$ cat config.mk
export PLATFORM = sky130hd
export DESIGN_NAME = axil_console_uart
export DESIGN_NICKNAME = d
export VERILOG_FILES = /design/src/rtl/axil_console_pkg.sv /design/src/rtl/console_tx_fifo.sv /design/src/rtl/axil_console_uart.sv
export SDC_FILE = /design/constraint.sdc
export NUM_CORES = 1
export LEC_CHECK = 0
export CAP_MARGIN = 0
export CORE_ASPECT_RATIO = 0.9
export CORE_MARGIN = 1
export CORE_UTILIZATION = 50
export CTS_CLUSTER_SIZE = 16
export DETAILED_ROUTE_END_ITERATION = 10
export MAX_ROUTING_LAYER = met4
export PLACE_DENSITY = 0.77
export SLEW_MARGIN = 40
export SYNTH_ARGS = -nofsm -noshare
export SYNTH_HDL_FRONTEND = slang
export SYNTH_HIERARCHICAL = 1
export SYNTH_SLANG_ARGS = --single-unit
export TNS_END_PERCENT = 10
$ cat constraint.sdc
create_clock -name clk -period 3.9 [get_ports clk]
set_input_delay 0.585 -clock clk [delete_from_list [all_inputs] [get_ports clk]]
set_output_delay 0.585 -clock clk [all_outputs]
set_load 0.01 [all_outputs]
$ cat src/rtl/axil_console_pkg.sv
// Shared constants and types for the AXI4-Lite console UART.
package axil_console_pkg;

   localparam logic [1:0] REG_TXDATA = 2'd0;
   localparam logic [1:0] REG_STATUS = 2'd1;
   localparam logic [1:0] REG_TEST   = 2'd2;

   localparam int unsigned STAT_FULL      = 0;
   localparam int unsigned STAT_EMPTY     = 1;
   localparam int unsigned STAT_BUSY      = 2;
   localparam int unsigned STAT_LEVEL_LSB = 8;

   localparam logic [31:0] DEFAULT_TEST_MAGIC = 32'd123456789;

   typedef enum logic [1:0] {StIdle, StStart, StData, StStop} uart_state_t;

endpackage

$ cat src/rtl/console_tx_fifo.sv
// Synchronous FIFO holding bytes queued for the console transmitter.
module console_tx_fifo #(
   parameter int unsigned DEPTH = 8,
   parameter int unsigned WIDTH = 8,
   localparam int unsigned PW = $clog2(DEPTH),
   localparam int unsigned LW = PW + 1
) (
   input  logic             clk,
   input  logic             resetn,
   input  logic             push,
   input  logic [WIDTH-1:0] wdata,
   input  logic             pop,
   output logic [WIDTH-1:0] rdata,
   output logic             full,
   output logic             empty,
   output logic [LW-1:0]    level
);

   logic [WIDTH-1:0] mem [DEPTH];
   logic [PW-1:0]    wr_ptr_q, rd_ptr_q;
   logic [LW-1:0]    level_q;
   logic             do_push, do_pop;

   assign full    = (level_q == LW'(DEPTH));
   assign empty   = (level_q == '0);
   assign level   = level_q;
   assign rdata   = mem[rd_ptr_q];
   assign do_push = push && !full;
   assign do_pop  = pop && !empty;

   // DEPTH is a power of two, so the pointers wrap naturally.
   always_ff @(posedge clk or negedge resetn) begin
      if (!resetn) begin
         wr_ptr_q <= '0;
         rd_ptr_q <= '0;
         level_q  <= '0;
      end else begin
         if (do_push) wr_ptr_q <= wr_ptr_q + PW'(1);
         if (do_pop)  rd_ptr_q <= rd_ptr_q + PW'(1);
         level_q <= level_q + LW'(do_push) - LW'(do_pop);
      end
   end

   always_ff @(posedge clk) begin
      if (do_push) mem[wr_ptr_q] <= wdata;
   end

endmodule

$ cat src/rtl/axil_console_uart.sv
// AXI4-Lite console peripheral: buffered 8N1 transmitter, status register and
// sticky tests-passed flag.
module axil_console_uart
   import axil_console_pkg::*;
#(
   parameter int unsigned CLKS_PER_BIT = 16,
   parameter int unsigned FIFO_DEPTH   = 8,
   parameter logic [31:0] TEST_MAGIC   = DEFAULT_TEST_MAGIC
) (
   input  logic        clk,
   input  logic        resetn,
   input  logic        s_axi_awvalid,
   output logic        s_axi_awready,
   input  logic [31:0] s_axi_awaddr,
   input  logic [2:0]  s_axi_awprot,
   input  logic        s_axi_wvalid,
   output logic        s_axi_wready,
   input  logic [31:0] s_axi_wdata,
   input  logic [3:0]  s_axi_wstrb,
   output logic        s_axi_bvalid,
   input  logic        s_axi_bready,
   input  logic        s_axi_arvalid,
   output logic        s_axi_arready,
   input  logic [31:0] s_axi_araddr,
   input  logic [2:0]  s_axi_arprot,
   output logic        s_axi_rvalid,
   input  logic        s_axi_rready,
   output logic [31:0] s_axi_rdata,
   output logic        uart_tx,
   output logic        tests_passed,
   output logic        irq_tx_empty
);

   localparam int unsigned LW = $clog2(FIFO_DEPTH) + 1;
   localparam int unsigned CW = $clog2(CLKS_PER_BIT);
   localparam logic [CW-1:0] CNT_MAX = CW'(CLKS_PER_BIT - 1);

   logic          awready_q, wready_q, bvalid_q, aw_q, w_q;
   logic [1:0]    aw_addr_q;
   logic [31:0]   wdata_q;
   logic [3:0]    wstrb_q;
   logic          arready_q, rvalid_q, tests_passed_q, irq_q;
   logic [31:0]   rdata_q, rd_word;
   logic          aw_hs, w_hs, ar_hs, have_aw, have_w, txdata_push, wr_exec;
   logic          aw_d, w_d, bvalid_d, awready_d, wready_d, rvalid_d, arready_d;
   logic [1:0]    wr_addr;
   logic [31:0]   wr_data;
   logic [3:0]    wr_strb;
   logic          fifo_pop, fifo_full, fifo_empty, tx_busy;
   logic [7:0]    fifo_rdata;
   logic [LW-1:0] fifo_level;
   uart_state_t   state_q, state_d;
   logic [CW-1:0] cnt_q, cnt_d;
   logic [2:0]    idx_q, idx_d;
   logic [7:0]    shift_q, shift_d;
   logic          unused_bits;

   assign unused_bits = ^{s_axi_awprot, s_axi_arprot, s_axi_awaddr[31:4], s_axi_awaddr[1:0],
                          s_axi_araddr[31:4], s_axi_araddr[1:0]};

   assign aw_hs   = s_axi_awvalid && awready_q;
   assign w_hs    = s_axi_wvalid && wready_q;
   assign ar_hs   = s_axi_arvalid && arready_q;
   assign have_aw = aw_q || aw_hs;
   assign have_w  = w_q || w_hs;
   assign wr_addr = aw_q ? aw_addr_q : s_axi_awaddr[3:2];
   assign wr_data = w_q ? wdata_q : s_axi_wdata;
   assign wr_strb = w_q ? wstrb_q : s_axi_wstrb;

   // A TXDATA push into a full FIFO holds the write (and its latches) until space opens.
   assign txdata_push = (wr_addr == REG_TXDATA) && wr_strb[0];
   assign wr_exec     = have_aw && have_w && !bvalid_q && !(txdata_push && fifo_full);
   assign aw_d        = have_aw && !wr_exec;
   assign w_d         = have_w && !wr_exec;
   assign bvalid_d    = wr_exec || (bvalid_q && !s_axi_bready);
   assign awready_d   = s_axi_awvalid && !awready_q && !aw_d && !bvalid_d;
   assign wready_d    = s_axi_wvalid && !wready_q && !w_d && !bvalid_d;
   assign rvalid_d    = ar_hs || (rvalid_q && !s_axi_rready);
   assign arready_d   = s_axi_arvalid && !arready_q && !rvalid_d;

   always_comb begin
      rd_word = '0;
      unique case (s_axi_araddr[3:2])
         REG_STATUS: begin
            rd_word[STAT_FULL]                 = fifo_full;
            rd_word[STAT_EMPTY]                = fifo_empty;
            rd_word[STAT_BUSY]                 = tx_busy;
            rd_word[STAT_LEVEL_LSB +: 8]       = 8'(fifo_level);
         end
         REG_TEST: rd_word[0] = tests_passed_q;
         default:  rd_word = '0;
      endcase
   end

   always_ff @(posedge clk or negedge resetn) begin
      if (!resetn) begin
         awready_q      <= 1'b0;
         wready_q       <= 1'b0;
         bvalid_q       <= 1'b0;
         aw_q           <= 1'b0;
         w_q            <= 1'b0;
         aw_addr_q      <= '0;
         wdata_q        <= '0;
         wstrb_q        <= '0;
         arready_q      <= 1'b0;
         rvalid_q       <= 1'b0;
         rdata_q        <= '0;
         tests_passed_q <= 1'b0;
         irq_q          <= 1'b1;
      end else begin
         awready_q <= awready_d;
         wready_q  <= wready_d;
         bvalid_q  <= bvalid_d;
         aw_q      <= aw_d;
         w_q       <= w_d;
         if (aw_hs) aw_addr_q <= s_axi_awaddr[3:2];
         if (w_hs) begin
            wdata_q <= s_axi_wdata;
            wstrb_q <= s_axi_wstrb;
         end
         arready_q <= arready_d;
         rvalid_q  <= rvalid_d;
         if (ar_hs) rdata_q <= rd_word;
         if (wr_exec && wr_addr == REG_TEST && wr_strb == 4'hF && wr_data == TEST_MAGIC) begin
            tests_passed_q <= 1'b1;
         end
         irq_q <= fifo_empty && !tx_busy;
      end
   end

   console_tx_fifo #(
      .DEPTH (FIFO_DEPTH),
      .WIDTH (8)
   ) u_fifo (
      .clk    (clk),
      .resetn (resetn),
      .push   (wr_exec && txdata_push),
      .wdata  (wr_data[7:0]),
      .pop    (fifo_pop),
      .rdata  (fifo_rdata),
      .full   (fifo_full),
      .empty  (fifo_empty),
      .level  (fifo_level)
   );

   always_ff @(posedge clk or negedge resetn) begin
      if (!resetn) begin
         state_q <= StIdle;
         cnt_q   <= '0;
         idx_q   <= '0;
         shift_q <= '0;
      end else begin
         state_q <= state_d;
         cnt_q   <= cnt_d;
         idx_q   <= idx_d;
         shift_q <= shift_d;
      end
   end

   always_comb begin
      state_d  = state_q;
      cnt_d    = (cnt_q == '0) ? CNT_MAX : cnt_q - CW'(1);
      idx_d    = idx_q;
      shift_d  = shift_q;
      fifo_pop = 1'b0;
      unique case (state_q)
         StIdle: begin
            cnt_d = CNT_MAX;
            if (!fifo_empty) begin
               fifo_pop = 1'b1;
               shift_d  = fifo_rdata;
               state_d  = StStart;
            end
         end
         StStart: begin
            if (cnt_q == '0) begin
               idx_d   = '0;
               state_d = StData;
            end
         end
         StData: begin
            if (cnt_q == '0) begin
               shift_d = shift_q >> 1;
               idx_d   = idx_q + 3'd1;
               if (idx_q == 3'd7) state_d = StStop;
            end
         end
         StStop: begin
            // Chain straight into the next start bit when more data is queued.
            if (cnt_q == '0) begin
               if (!fifo_empty) begin
                  fifo_pop = 1'b1;
                  shift_d  = fifo_rdata;
                  state_d  = StStart;
               end else begin
                  state_d = StIdle;
               end
            end
         end
         default: state_d = StIdle;
      endcase
   end

   always_comb begin
      tx_busy = (state_q != StIdle);
      unique case (state_q)
         StStart: uart_tx = 1'b0;
         StData:  uart_tx = shift_q[0];
         default: uart_tx = 1'b1;
      endcase
   end

   assign s_axi_awready = awready_q;
   assign s_axi_wready  = wready_q;
   assign s_axi_bvalid  = bvalid_q;
   assign s_axi_arready = arready_q;
   assign s_axi_rvalid  = rvalid_q;
   assign s_axi_rdata   = rdata_q;
   assign tests_passed  = tests_passed_q;
   assign irq_tx_empty  = irq_q;

endmodule

; ---- Yosys cells after proc, flatten, opt, wreduce, memory -nomap -nowiden
; Memories as Yosys holds them, arrays and structs flattened.
; Index checks and enable logic that the tools add are counted.
[word_totals]
mem_bits_rw = 64
register_bits = 85
wordCells = 126
output_inout_bits = 40
memories = 1
inputBits = 113
[op_classes]
reduce_logical = 56
n_eq_ne = 15
mux = 28
addsub = 6
[mem_list]
columns = name, depth, word_bits, read_ports, rd_ports_with_merged_regs, write_ports, line
row1 = u_fifo.mem, 8, 8, 1, 0, 1, console_tx_fifo.sv:19  ; logic [WIDTH-1:0] mem [DEPTH];
[ops]
columns = op, n
row1 = $eq 32x27->1 const B, 1
row2 = $mux 32, 1
row3 = $logic_and 1x1->1, 27
row4 = $mux 8, 3
row5 = $pmux 8 s3, 1
row6 = $mux 4, 4
row7 = $logic_not 1->1, 15
row8 = $mux 2, 7
row9 = $ne 2x2->1 const B, 5
row10 = $add 3x1->3 const B, 3
row11 = $eq 2x2->1 const B, 4
row12 = $eq 4x4->1 const B, 2
row13 = $logic_not 4->1, 2
row14 = $pmux 2 s4, 1
row15 = $mux 3, 2
row16 = $pmux 1 s2, 3
row17 = $pmux 3 s2, 1
row18 = $reduce_and 3->1, 2
row19 = $mux 1, 5
row20 = $reduce_and 5->1, 1
row21 = $add 4x1->4, 1
row22 = $eq 2x1->1 const B, 2
row23 = $logic_not 2->1, 2
row24 = $logic_or 1x1->1, 4
row25 = other kinds (5), 6

; ---- Logic depth before layout (Yosys ltp)
[logic_depth]
ltp_word = 11
depth_mapped = 14
depth_no_buf = 14

; ---- Hierarchy
; Netlist, hierarchy kept.
[by_module_without_submodules]
columns = module, area_each_um2, cells_per_inst, seq_area_each_um2, n_inst
row1 = axil_console_uart, 3528.4, 301, 1778.0, 1
row2 = console_tx_fifo, 3067.9, 150, 2172.1, 1

; ---- Worst setup path after synthesis
; OpenSTA, ideal clock, no wires.
[synth_path]
path_kind = register to register
from = register u_fifo.level_q[2] (netlist: u_fifo/level[2])
to = register u_fifo.level_q[2] (netlist: u_fifo/level[2])
n_path_buf = 0
synth_period_minus_slack_ps = 2814
stages_incl_launch_ff = 15
required_time_ps = 3777
t_arrival_ps = 2691
path_slack_ps = 1086
setup_ps = 123
path_cell_list = dfrtp_1 > inv_1 > ha_1 > or3b_2 > inv_1 > nand2_1 > and4_1 > and2_1 > nand2_2 > ha_1 > inv_1 > ha_1 > inv_1 > fa_1 > xnor2_1
[synth_between]
elab_chain_cells = 8
word_cells_on_any_way = 15
classes_between = 2 x add/sub / 1 x eq/ne / 3 x mux / 9 x reduce/logical
[synth_rtl]
columns = item, line
row1 = from (decl), console_tx_fifo.sv:21  ; logic [LW-1:0] level_q;
row2 = from (signal assigned), console_tx_fifo.sv:40  ; level_q <= level_q + LW'(do_push) - LW'(do_pop);
row3 = $eq 4x4->1 (*), console_tx_fifo.sv:24  ; assign full = (level_q == LW'(DEPTH));
row4 = via fifo_full, axil_console_uart.sv:49  ; logic fifo_pop, fifo_full, fifo_empty, tx_busy;
row5 = $logic_and 1x1->1, axil_console_uart.sv:72  ; assign wr_exec = have_aw && have_w && !bvalid_q && !(txdata_push && fifo_full);
row6 = $logic_not 1->1, axil_console_uart.sv:72
row7 = $logic_and 1x1->1, axil_console_uart.sv:72
row8 = $logic_and 1x1->1, axil_console_uart.sv:137  ; .push (wr_exec && txdata_push),
row9 = $logic_and 1x1->1 (*), console_tx_fifo.sv:28  ; assign do_push = push && !full;
row10 = $add 4x1->4 (*), console_tx_fifo.sv:40
row11 = $sub 4x1->4 (*), console_tx_fifo.sv:40
; Mark *: on every way through the listed nets, which the timed path passes. The rest lies on a longest branch.
; A chain may end at the register's enable or synchronous reset.

; ---- Worst setup path in the final report
; Same ends and word-level chain as after synthesis.

==> metrics.txt <==
status=completed; Final Skew=0.0200 ns; Multi-input gate area=2370 sq um; routed vias/inst=5.35; share of post-route cells with drive strength above 1=0.194; ant diodes=0; CTS Buffer Depth=2; mux cell area share after synthesis=0.178; crit path DAT=3.49 ns; post-synthesis sequential area ratio=0.599; Setup crit start kind=flop; synth unique cells=55; top_reg_cell synth=dfrtp_1; final net count=660; initial antenna violation count=0; Synth Warn #=6; r2r startpoint=u_fifo/level[2]; Final setup viols=0; cts hold-fix bufs=0; Max-Cap Viols=0; Post-Route WL=12,000 um; EDFF count, synth=64; Routability Congestion=0.736; Die Ht=111 um; H-Tree Level Count=4; vias in the first global route=3,898; Avg Inst Size Synth=14.6 sq um; Synth Area in Adders=0.0372; ANT nets after route=0; post-synthesis compound-gate area fraction=0.0440; via count=3,766; Post-CTS Setup Repair Bufs=0; first-pass GRT wire length=19,500 um; Crit-path slowest cell=or3b_2; num ports=153; detailed placement HPWL=7880 um; DRC=0; fin crit period=3.19 ns; post-CTS sizing=0; Slew HR=0.517; leakage power=3.29 nW; Num Clock Sinks=145; unrepaired setup endpoints after global routing=no; CTS clk-pin slew, worst paths=0.06 ns; gr ovfl total=0; wire per inst=17.0 um; flop and latch count out of synthesis=145; most frequent cells in the layout=dfrtp_1 (79), edfxtp_1 (64), clkdlybuf4s50_1 (60), mux2_2 (54), conb_1 (25); Simple-Gate Fraction of Synth Area=0.0763; root buf cell=clkbuf_16; largest net degree at the start of global routing=59; Inst Count DP=672; Area growth, synth to finish=20.6%; endpoints failing hold=0; die width=123 um; CTS tree=built; Worst R2R End=u_fifo/level[2]; pwr dens=601 nW/um^2; fmax=0.313 GHz; crit-path max FO=7; XOR/XNOR Fraction of Synth Area=0.00929; worst path required time=4.20 ns; R2R setup slack=0.71 ns; Post-synth ARST share=0.559; Crit. End Element=flop; die area=13,700 sq um; Syn Std Cell Area=6600 sq um; CP max stage delay=0.50 ns; port bufs=61; Fillers=905; R2R depth=14; Max rail drop VDD=0.367 mV; Slew Limit Fails=0; most used cell, CP=inv_1; Post-Syn Instances=451; Final TNS setup=0 ns; register area=3950 sq um; CTS Buf Count=17; Clock Latency Late Sink=0.42 ns; Worst-Margin Slew=0.724 ns; final std cells w/o fill=704; Total Routing Usage GR=0.196; Final Cycle Share=0.818; main combinational cell family by area after synthesis=multiplexers; row count=39; crit-path cells=inv_1 > ha_1 > or3b_2 > inv_1 > nand2_1 > and4_1 > and2_1 > nand2_2 > ha_1 > inv_1 > ha_1 > inv_1 > fa_1 > xnor2_1; Pre-antenna DRT Iters=4; most common cell after layout, fill and taps aside=dfrtp_1; Setup CP Type=flop to flop; DRT iter0 DRCs=181; Initial Util=0.516; hold crit path type=input pin to async pin; core area=12,800 sq um
routing by layer:
layer | track usage | routed length, um | vias to the layer above
li1 | - | - | 1766
met1 | 0.239 | 5180 | 1883
met2 | 0.318 | 6140 | 104
met3 | 0.0556 | 535 | 13
met4 | 0.0546 | 121 | 0
met5 | - | 0 | -
sequential cells by signal (all words and copies together) (netlist names), 2 cells and up:
signal	cells
shift_q	8
u_fifo/level	4
wstrb_q	4
wdata_q	32
aw_addr_q	2
cnt_q	4
u_fifo/rd_ptr_q	3
u_fifo/mem	64
s_axi_rdata	7
idx_q	3
u_fifo/wr_ptr_q	3
state_q	2
where the power goes:
part           total, mW  leakage, nW  switching (mW)  internal (mW)
logic              0.857         1.44           0.385          0.472
clock network       1.74        0.306           0.609           1.13
registers           2.18         1.55           0.210           1.97
total               4.78         3.29            1.21           3.57
critical path, delay by kind of cell, from the launching register on:
| family | cells | cell delay [ns] |
|---|---|---|
| fa+ha+maj | 4 | 1.01 |
| flops | 1 | 0.38 |
| xor+xnor | 1 | 0.14 |
| buf+inv | 4 | 0.37 |
| simple gates | 5 | 1.17 |
how the worst max path moves through the flow:
stage	end	slack (ns)	start
finish	u_fifo/level[2]	0.71	u_fifo/level[2]
global route	u_fifo/level[2]	0.56	w_q
CTS	u_fifo/level[2]	0.70	u_fifo/level[2]
detailed placement	u_fifo/level[2]	0.61	s_axi_wvalid
global placement	u_fifo/level[2]	0.66	s_axi_wvalid
floorplan	u_fifo/level[2]	1.09	u_fifo/level[2]
stage by stage:
step,util,worst slack (ns),total power [mW],instance area [sq um],hold slack [ns]
3_3_place_gp,0.570,0.661,2.97,7290,0.468
5_1_grt,0.622,0.563,5.00,7960,0.0268
6_report,0.622,0.708,4.78,7960,0.0276
2_1_floorplan,-,1.09,2.77,6690,0.289
3_5_place_dp,0.570,0.606,3.04,7290,0.470
4_1_cts,0.620,0.699,4.81,7930,0.265
synth_stat cells, types with 9 or more instances:
| library cell | number | area (sq um) |
|---|---|---|
| dfrtp_1 | 80 | 2000 |
| edfxtp_1 | 64 | 1920 |
| mux2_2 | 54 | 608 |
| buf_4 | 26 | 195 |
| nand2_1 | 23 | 86.3 |
| inv_1 | 21 | 78.8 |
| nor2_1 | 20 | 75.1 |
| ha_1 | 18 | 225 |
| mux4_1 | 16 | 420 |
| o21ai_0 | 13 | 65.1 |
| a21oi_1 | 11 | 55.1 |
| mux2i_1 | 9 | 90.1 |
final cells by class:
type	count	area share
Clock buffer	18	0.0539
Clock inverter	13	0.0263
Inverter	21	0.00991
Multi-Input combinational cell	270	0.298
Sequential cell	145	0.497
Tap cell	164	0.0258
Timing Repair Buffer	73	0.0893
cells by family (layout without fill, tap and decap cells):
family / after synthesis / after routing
simple gates: 92 / 92
compound gates: 44 / 44
xor+xnor: 7 / 7
mux: 83 / 83
other cells: 1 / 25
buf+inv: 60 / 125
flops: 145 / 145
fa+ha+maj: 19 / 19
No activity file was read; power rests on OpenSTA's default activity.
